--- src/rtl/adc_read_manager.sv ---
// -----------------------------------------------------------------------------
// adc_read_manager
//   Timing/control generator for an external parallel ADC with
//   CONVST/BUSY/CS/RD handshake. A programmable-rate tick starts each
//   conversion. The FSM pulses CONVST, waits for BUSY to rise and then fall,
//   strobes CS/RD together and captures DB. The captured sample is presented
//   with a one-cycle sampleValid pulse.
//
//   Optional feature macro: ADC_TIMEOUT_EN
//     defined   : a BUSY wait longer than TIMEOUT_CYC cycles aborts the
//                 conversion and pulses timeoutErr
//     undefined : the wait states wait indefinitely; timeoutErr stays 0
//
// Ports
//   Clk         system clock, rising edge
//   adcRst      asynchronous active-low reset
//   adcEn       enable new conversions
//   adcFr       rate select, sample period = 32 << adcFr cycles
//   BUSY        ADC busy (asynchronous, synchronized internally)
//   DB          ADC parallel data
//   CONVST      convert start, active low
//   CS, RD      chip select / read strobe, active low, always switch together
//   sample      last captured sample
//   sampleValid one-cycle pulse when sample updates
//   overrun     sticky: a tick arrived while a conversion was in progress
//   timeoutErr  one-cycle pulse when a BUSY wait is aborted
// -----------------------------------------------------------------------------
module adc_read_manager #(
    parameter int DATA_W      = 8,
    parameter int CONV_W      = 2,
    parameter int RD_W        = 3,
    parameter int TIMEOUT_CYC = 1024
) (
    input  logic              Clk,
    input  logic              adcRst,
    input  logic              adcEn,
    input  logic [2:0]        adcFr,
    input  logic              BUSY,
    input  logic [DATA_W-1:0] DB,
    output logic              CONVST,
    output logic              CS,
    output logic              RD,
    output logic [DATA_W-1:0] sample,
    output logic              sampleValid,
    output logic              overrun,
    output logic              timeoutErr
);

    localparam int PH_MAX = (CONV_W > RD_W) ? CONV_W : RD_W;
    localparam int PW     = $clog2(PH_MAX + 1);

    typedef enum logic [2:0] {
        IDLE,
        CONV,
        WAIT_HI,
        WAIT_LO,
        READ,
        DONE
    } state_t;

    state_t            state;
    logic [PW-1:0]     phCnt;
    logic [DATA_W-1:0] capReg;

    // ---------------------------------------------------------------
    // Rate generator. The rate select is only reloaded at wrap so a
    // change never produces a truncated period.
    // ---------------------------------------------------------------
    logic [12:0] rateCnt;
    logic [12:0] rateLast;
    logic [2:0]  frReg;
    logic        tick;

    assign rateLast = (13'd32 << frReg) - 13'd1;
    assign tick     = (rateCnt == rateLast);

    always_ff @(posedge Clk or negedge adcRst) begin
        if (!adcRst) begin
            rateCnt <= '0;
            frReg   <= '0;
        end else if (tick) begin
            rateCnt <= '0;
            frReg   <= adcFr;
        end else begin
            rateCnt <= rateCnt + 13'd1;
        end
    end

    // ---------------------------------------------------------------
    // BUSY is asynchronous to Clk: two-flop synchronizer.
    // ---------------------------------------------------------------
    logic busyMeta, busyS;

    always_ff @(posedge Clk or negedge adcRst) begin
        if (!adcRst) begin
            busyMeta <= 1'b0;
            busyS    <= 1'b0;
        end else begin
            busyMeta <= BUSY;
            busyS    <= busyMeta;
        end
    end

    // ---------------------------------------------------------------
    // BUSY wait watchdog. The counter sits at zero outside the wait
    // states, so it is automatically cleared on entry to WAIT_HI.
    // ---------------------------------------------------------------
    logic toHit;

`ifdef ADC_TIMEOUT_EN
    localparam int TW = $clog2(TIMEOUT_CYC + 1);
    logic [TW-1:0] toCnt;

    always_ff @(posedge Clk or negedge adcRst) begin
        if (!adcRst)
            toCnt <= '0;
        else if (state == WAIT_HI || state == WAIT_LO)
            toCnt <= toCnt + TW'(1);
        else
            toCnt <= '0;
    end

    assign toHit = (toCnt == TW'(TIMEOUT_CYC - 1));
`else
    assign toHit = 1'b0;
`endif

    // ---------------------------------------------------------------
    // Conversion FSM with registered strobes.
    // ---------------------------------------------------------------
    always_ff @(posedge Clk or negedge adcRst) begin
        if (!adcRst) begin
            state       <= IDLE;
            phCnt       <= '0;
            CONVST      <= 1'b1;
            CS          <= 1'b1;
            RD          <= 1'b1;
            capReg      <= '0;
            sample      <= '0;
            sampleValid <= 1'b0;
            overrun     <= 1'b0;
            timeoutErr  <= 1'b0;
        end else begin
            sampleValid <= 1'b0;
            timeoutErr  <= 1'b0;

            // Disabling also acknowledges a pending overrun.
            if (!adcEn)
                overrun <= 1'b0;
            else if (tick && state != IDLE)
                overrun <= 1'b1;

            case (state)
                IDLE: begin
                    if (tick && adcEn) begin
                        state  <= CONV;
                        CONVST <= 1'b0;
                        phCnt  <= '0;
                    end
                end
                CONV: begin
                    if (phCnt == PW'(CONV_W - 1)) begin
                        state  <= WAIT_HI;
                        CONVST <= 1'b1;
                        phCnt  <= '0;
                    end else begin
                        phCnt <= phCnt + PW'(1);
                    end
                end
                WAIT_HI: begin
                    if (toHit) begin
                        state      <= IDLE;
                        timeoutErr <= 1'b1;
                    end else if (busyS) begin
                        state <= WAIT_LO;
                    end
                end
                WAIT_LO: begin
                    // A BUSY fall in the final watchdog cycle still wins.
                    if (!busyS) begin
                        state <= READ;
                        CS    <= 1'b0;
                        RD    <= 1'b0;
                        phCnt <= '0;
                    end else if (toHit) begin
                        state      <= IDLE;
                        timeoutErr <= 1'b1;
                    end
                end
                READ: begin
                    if (phCnt == PW'(RD_W - 1)) begin
                        capReg <= DB;
                        CS     <= 1'b1;
                        RD     <= 1'b1;
                        state  <= DONE;
                    end else begin
                        phCnt <= phCnt + PW'(1);
                    end
                end
                DONE: begin
                    sample      <= capReg;
                    sampleValid <= 1'b1;
                    state       <= IDLE;
                end
                default: state <= IDLE;
            endcase
        end
    end

endmodule

--- config.mk ---
export PLATFORM = sky130hd
export DESIGN_NAME = adc_read_manager
export DESIGN_NICKNAME = d
export VERILOG_FILES = /design/src/rtl/adc_read_manager.sv
export SDC_FILE = /design/constraint.sdc
export NUM_CORES = 1
export LEC_CHECK = 0
export ABC_AREA = 1
export CAP_MARGIN = 20
export CORE_MARGIN = 2
export CORE_UTILIZATION = 54
export CTS_BUF_LIST = sky130_fd_sc_hd__clkbuf_16
export CTS_CLUSTER_DIAMETER = 40
export CTS_CLUSTER_SIZE = 8
export DETAILED_ROUTE_END_ITERATION = 7
export PLACE_DENSITY = 0.84
export SLEW_MARGIN = 25
export SYNTH_ARGS = -nofsm -noshare
export SYNTH_HDL_FRONTEND = slang
export SYNTH_SLANG_ARGS = --single-unit
--- constraint.sdc ---
create_clock -name Clk -period 2.7 [get_ports Clk]
set_input_delay 0.54 -clock Clk [delete_from_list [all_inputs] [get_ports Clk]]
set_output_delay 0.54 -clock Clk [all_outputs]
set_load 0.02 [all_outputs]
==> metrics.csv, run 1 <==
stage;metric;value;unit
clock_tree;CTS Hold Buffers Added;0;
yosys;synth warn;0;
placement;placed cells;343;
cells_and_area;Final #Nets;320;
routing;DRT iter0 DRCs;205;
sta;Tmin final;2.16;ns
yosys;sequential cell area fraction in the yosys report;49.3;%
placement;IO Port Bufs;27;
yosys;Cell Area, Synth;0.00219;mm^2
floorplan;Die X-Extent;67.7;um
placement;placed cell area;0.00247;mm^2
routing;wire per inst;12.4;um
sta;Rel. slew slack;61.2;%
floorplan;Die ar.;0.00458;mm^2
cells_and_area;non-filler cells, final;351;
run_status;status;finished clean;
setup_path;Req. time, crit path;2.87;ns
routing;antenna-violating nets left;0;
job;max cap viols;0;
cells_and_area;Area growth syn-to-layout;19.5;%
setup_path;slowest library cell on the worst path;dfrtp_1;
placement;hpwl dp;3100;um
setup_path;WP buf/inv;1;
cells_and_area;# diodes;0;
grt;antenna violations before repair;0;
clock_tree;Clk Tree Root Cell;clkbuf_16;
grt;GRT Total Usage;21.9;%
yosys;Seq cells post-synth;43;
sta;setup ws final;0.536;ns
placement;Place WS;0.569;ns
yosys;synthesized net count;293;
setup_path;Largest stage delay, worst path;0.55;ns
setup_path;CP arrival;2.34;ns
routing;Post-route DRC;0;
pwr;Power Dens Cells;746;mW/mm^2
grt;first-pass GRT wire length;7380;um
sta;Slew Limit Fails;0;
clock_tree;clk sinks;43;
pwr;PnR Total Power;0.00195;W
clock_tree;worst-skew pair later-pin latency;0.28;ns
grt;largest net degree at the start of global routing;44;
worst_hold_path;Hold Path Class;input pin to async pin;
sta;Worst Tran Pin Value;0.582;ns
sta;fmax;0.462;GHz
floorplan;I/O pin count;29;
cells_and_area;share of cells above drive strength 1;8.97;%
pwr;Peak VDD IR;0.560;mV
routing;Via Count;1802;
yosys;Post-Syn Instances;273;
setup_path;CP top delay family;simple AND/OR/NAND/NOR gates;
grt;vias in the first global route;1690;
clock_tree;Max Root-Sink Buffers;2;
sta;Setup Skew;0.00238;ns
pwr;Lkg Pwr;1.25;nW
sta;final setup TNS;0;ns
setup_path;Setup crit start kind;flip-flop;
placement;gpl congestion;0.840;
setup_path;Worst Setup End Kind;flip-flop;
sta;final setup vio count;0;
floorplan;Core Region;0.00394;mm^2
clock_tree;H-tree depth;2;
routing;vias per cell;5.13;
yosys;synthesized area per cell;8.02;um^2
sta;Final Hold Viols;0;
clock_tree;Num CTS Buffers;5;
setup_path;worst setup path category;flip-flop to flip-flop;
floorplan;die height;67.7;um
routing;Pre-Repair DR Iteration Count;4;
cells_and_area;final instance area;0.00262;mm^2
clock_tree;post_cts resized;0;
clock_tree;clk slew on worst S/H paths;0.06;ns
floorplan;row cnt;23;
routing;Routed WL;4370;um
setup_path;Max Fanout on Critical Path;10;
yosys;Netlist cell types;30;
grt;GRT overflow;0;
setup_path;CP most frequent cell;nand2_1;
clock_tree;TritonCTS clock tree;yes;
clock_tree;post-CTS setup buffers;0;
setup_path;ordered list of cells on the worst path;nor2_2 > nand2_1 > ha_1 > inv_1 > or2_1 > nand3_1 > nand2_2 > nor2_4 > nand3_2 > nand2_4 > nand3_1 > nand2_1 > nand2_1;
cells_and_area;Fillers;320;
floorplan;effective utilization at floorplan;55.5;%
sta;RSZ-0062 raised after global routing;false;
sta;period utilisation layout;80.2;%
[cell usage after synthesis]
cell type | count | area share, %
nand4_1 | 12 | 3.4
clkbuf_1 | 1 | 0.17
nor2_1 | 24 | 4.1
ha_1 | 5 | 2.9
conb_1 | 1 | 0.17
a31o_2 | 1 | 0.40
nand3b_1 | 1 | 0.34
dfrtp_1 | 41 | 47
nand2_2 | 5 | 1.4
inv_4 | 1 | 0.29
buf_6 | 1 | 0.51
nand2_4 | 1 | 0.51
inv_1 | 33 | 5.7
o21ai_0 | 23 | 5.3
o211ai_1 | 1 | 0.34
buf_2 | 3 | 0.69
nand3_2 | 1 | 0.46
nand3_1 | 14 | 3.2
or2_1 | 1 | 0.29
buf_4 | 2 | 0.69
nor2_4 | 2 | 1.0
a21oi_1 | 11 | 2.5
o21ai_1 | 1 | 0.23
nand2_1 | 71 | 12
dfstp_2 | 2 | 2.4
inv_2 | 3 | 0.51
o21bai_1 | 1 | 0.34
nor2_2 | 3 | 0.86
nor3_1 | 3 | 0.69
xor2_1 | 4 | 1.6
[sequential cells by signal (all words and copies together), names as in the netlist]
signal and count:
phCnt 2, busyMeta 1, rateCnt 13, capReg 8, RD 1, state 3
overrun 1, sampleValid 1, frReg 3, busyS 1, sample 8, CONVST 1
[metrics by stage]
step	utilization [%]	hold WS, ns
after floorplan	-	0.244
after global placement	62.7	0.332
after detailed placement	62.7	0.340
after CTS	66.3	0.353
after global routing	66.4	0.290
final	66.4	0.238
[path summary, 6_finish.rpt]
| kind | from | to | slack [ns] | cells after the start |
|---|---|---|---|---|
| worst max-delay path | frReg[2] | state[0] | 0.54 | 13 |
| worst min-delay path | adcRst | busyS | 0.24 | 1 |
| worst max register to register | frReg[2] | state[0] | 0.54 | 13 |
| worst min register to register | busyMeta | busyS | 0.35 | 0 |
| max in group asynchronous | adcRst | CONVST | 2.08 | 1 |
| min in group Clk | busyMeta | busyS | 0.35 | 0 |
[per-layer routing]
layer | routed length [um] | up-vias | global-route usage, %
met3 | 203 | 8 | 6.00
li1 | - | 919 | -
met5 | 0 | - | 0
met2 | 2160 | 46 | 34.3
met4 | 85 | 0 | 10.5
met1 | 1920 | 829 | 28.1
[cells by family after synthesis]
family          after synthesis  synth area share [%]
buf+inv                      44                  8.51
simple gates                138                  28.5
fa+ha+maj                     5                  2.86
compound gates               38                  9.09
flops                        43                  49.3
other cells                   1                 0.171
xor+xnor                      4                  1.60
[placed cells by master (no fill, tap or decap)]
cell type / count
a21oi_1: 11
a31o_2: 1
buf_4: 1
clkbuf_16: 5
clkdlybuf4s50_1: 26
clkinv_2: 1
clkinvlp_4: 1
conb_1: 1
dfrtp_1: 41
dfstp_2: 2
ha_1: 5
inv_1: 34
inv_2: 3
inv_4: 1
nand2_1: 71
nand2_2: 5
nand2_4: 1
nand3_1: 14
nand3_2: 1
nand3b_1: 1
nand4_1: 12
nor2_1: 24
nor2_2: 3
nor2_4: 2
nor3_1: 3
o211ai_1: 1
o21ai_0: 23
o21ai_1: 1
o21bai_1: 1
or2_1: 1
xor2_1: 4
[power by group]
group	total, W	switching [W]	internal, W
clock	0.000578	0.000241	0.000337
combinational	0.000559	0.000335	0.000224
sequential	0.000816	0.0000863	0.000730
[worst register-to-register path, stage by stage, from the launching register on]
cell and delay [ns]:
dfrtp_1 0.55, nor2_2 0.10, nand2_1 0.10, ha_1 0.22, inv_1 0.08, or2_1 0.22
nand3_1 0.13, nand2_2 0.08, nor2_4 0.12, nand3_2 0.11, nand2_4 0.11, nand3_1 0.10
nand2_1 0.08, nand2_1 0.05
[layout make-up]
class | count | area [um^2] | area share [%]
clock buffer | 5 | 125 | 4.78
clock inverter | 3 | 16.3 | 0.622
inverter | 37 | 141 | 5.40
multi-input combinational | 186 | 925 | 35.3
sequential | 43 | 1080 | 41.2
tap | 50 | 62.6 | 2.39
timing repair buffer | 27 | 268 | 10.2
(Power assumes the default switching activity.)
==> inputs of run 2 (changes only) <==
clock period = 2.1 ns   (was 2.7 ns; I/O delays follow)
==> run 2 against run 1 <==
  * Critical path depth up 1
  * Final area up 4.5%
  * Largest cell class unchanged
  * Wire length down 1.1%
  * Hold slack worse by 0.044 ns
  * First-iteration DRC count down 39%
  * Combinational power up 44%
  * Non-clock buffer count up 6
  * Final cell count up 1.7%
  * Sequential share of layout area down 1.7 points
  * Worst setup slack worse by 0.45 ns
  * Clock skew up 0.0055 ns
  * Die area unchanged
==> metrics.csv, run 2 (same netlist as run 1, synthesis figures left out) <==
stage;metric;value;unit;change
floorplan;I/O pin count;29;;unchanged
grt;GRT Total Usage;20.8;%;-1.2 points
setup_path;CP startpoint;frReg[1];;
sta;Rel. slew slack;65.3;%;+4.2 points
cells_and_area;non-filler cells, final;357;;+1.7%
floorplan;die height;67.7;um;unchanged
grt;largest net degree at the start of global routing;44;;unchanged
clock_tree;Num CTS Buffers;5;;unchanged
setup_path;Reg2Reg Depth;14;;+1
cells_and_area;final instance area;0.00273;mm^2;+4.5%
floorplan;Die X-Extent;67.7;um;unchanged
placement;IO Port Bufs;27;;unchanged
floorplan;row cnt;23;;unchanged
pwr;Power Dens Cells;990;mW/mm^2;+33%
clock_tree;TritonCTS clock tree;yes;;
sta;final setup TNS;0;ns;unchanged
cells_and_area;share of cells above drive strength 1;13.7;%;+4.7 points
setup_path;Max Fanout on Critical Path;7;;-3
sta;fmax;0.497;GHz;+7.5%
routing;antenna-violating nets left;0;;unchanged
sta;RSZ-0062 raised after global routing;true;;
setup_path;CP arrival;2.18;ns;-0.16 ns
worst_hold_path;Hold Path Class;input pin to async pin;;
clock_tree;clk slew on worst S/H paths;0.06;ns;about the same
setup_path;worst flop-to-flop path startpoint;frReg[1];;
setup_path;r2r setup slk;0.09;ns;-0.45 ns
routing;Via Count;1823;;+1.2%
setup_path;worst setup path category;flip-flop to flip-flop;;
routing;vias per cell;5.11;;-0.53%
clock_tree;H-tree depth;2;;unchanged
cells_and_area;Final #Nets;326;;+1.9%
setup_path;RR Endpoint;phCnt[0];;
placement;placed cell area;0.00249;mm^2;+0.91%
routing;DRT iter0 DRCs;125;;-39%
cells_and_area;fin util;69.3;%;+3.0 points
placement;gpl congestion;0.841;;about the same
cells_and_area;largest register by flop count;rateCnt;;
cells_and_area;commonest non-fill, non-tap cells in the layout;nand2_1 (68), dfrtp_1 (40), inv_1 (32);;
sta;Setup Skew;0.00789;ns;+0.00551 ns
routing;Routed WL;4320;um;-1.1%
cells_and_area;Area growth syn-to-layout;24.9;%;
floorplan;effective utilization at floorplan;55.5;%;unchanged
clock_tree;worst-skew pair later-pin latency;0.28;ns;about the same
setup_path;Setup crit start kind;flip-flop;;
setup_path;Req. time, crit path;2.27;ns;-0.60 ns
grt;vias in the first global route;1674;;-0.95%
placement;placed cells;346;;+0.87%
sta;Slew Limit Fails;0;;unchanged
sta;Final Hold Viols;0;;unchanged
sta;Tmin final;2.01;ns;-0.151 ns
cells_and_area;# diodes;0;;unchanged
cells_and_area;Fillers;297;;-7.2%
clock_tree;clk sinks;43;;unchanged
grt;GRT overflow;0;;unchanged
cells_and_area;Top Registers;rateCnt x13, capReg x8, sample x8;;
pwr;Lkg Pwr;1.30;nW;+4.0%
cells_and_area;commonest non-fill, non-tap cell in the layout;nand2_1;;
sta;Worst Tran Pin Value;0.520;ns;-0.0618 ns
clock_tree;Max Root-Sink Buffers;2;;unchanged
grt;first-pass GRT wire length;7070;um;-4.2%
clock_tree;Clk Tree Root Cell;clkbuf_16;;
routing;Pre-Repair DR Iteration Count;4;;unchanged
routing;wire per inst;12.1;um;-2.8%
sta;WHS;0.193;ns;-0.0443 ns
sta;final setup vio count;0;;unchanged
placement;hpwl dp;3020;um;-2.5%
setup_path;Worst Setup End Kind;flip-flop;;
routing;Post-route DRC;0;;unchanged
floorplan;Die ar.;0.00458;mm^2;unchanged
floorplan;Core Region;0.00394;mm^2;unchanged
sta;period utilisation layout;95.9;%;+16 points
pwr;Peak VDD IR;0.656;mV;+17%
run_status;status;finished clean;;
cells_and_area;max reg flops;13;;unchanged
job;max cap viols;0;;unchanged
grt;antenna violations before repair;0;;unchanged
## run 2: worst max-delay path: stages, from the launching register on
cell     delay [ns]
dfrtp_2        0.45
nor2_4         0.16
nand2_2        0.09
ha_4           0.28
inv_2          0.03
nand2_2        0.06
nand3_2        0.05
nor2_1         0.09
nand3_1        0.12
nor2_4         0.12
nand3_2        0.10
nand2_4        0.13
nand3_1        0.10
nand2_1        0.08
nand2_1        0.05
## run 2: power by group
part / internal, W / switching, W / total [W]
logic: 0.000331 / 0.000472 / 0.000803
clock network: 0.000560 / 0.000302 / 0.000862
registers: 0.000938 / 0.000105 / 0.00104
total: 0.00183 / 0.000878 / 0.00271
## run 2: final cells by class
type / count / area (um^2) / share of cell area (%)
timing repair buffer: 33 / 314 / 11.5
clock buffer: 5 / 125 / 4.58
clock inverter: 3 / 43.8 / 1.60
tap: 50 / 62.6 / 2.29
inverter: 37 / 141 / 5.17
sequential: 43 / 1080 / 39.5
multi-input combinational: 186 / 967 / 35.4
## run 2: layer usage
metal  global-route usage [%]  vias up  share of wire, %
met5                        0        -                 0
met4                     7.65        0              0.86
met3                     5.00        6               4.4
met2                     34.6       43                50
met1                     26.2      845                45
li1                         -      929                 -
## run 2: timing repair
item	CTS	global route
gates resized for setup	0	11
buffers inserted	0	3
endpoints found under the setup margin	0	16
hold buffers	0	0
## run 2: worst max-delay path by stage
stage | end | slack (ns) | cells past startpoint
after floorplan | state[1] | 0.18 | 14
after global placement | phCnt[0] | 0.16 | 13
after detailed placement | state[0] | 0.09 | 14
after CTS | state[0] | 0.06 | 14
after global routing | state[1] | -0.07 | 14
final | phCnt[0] | 0.09 | 14
## run 2: stage by stage
stage,total power [W],setup slack (ns)
2_1_floorplan,0.00153,0.184
3_3_place_gp,0.00175,0.160
3_5_place_dp,0.00177,0.0913
4_1_cts,0.00266,0.0581
5_1_grt,0.00288,-0.0747
6_report,0.00271,0.0871
==> inputs of run 3 (changes only) <==
SLEW_MARGIN = 30   (was 25)
==> results of run 3 <==
Same layout as run 2: the final DEF is identical, and so are final timing and power.
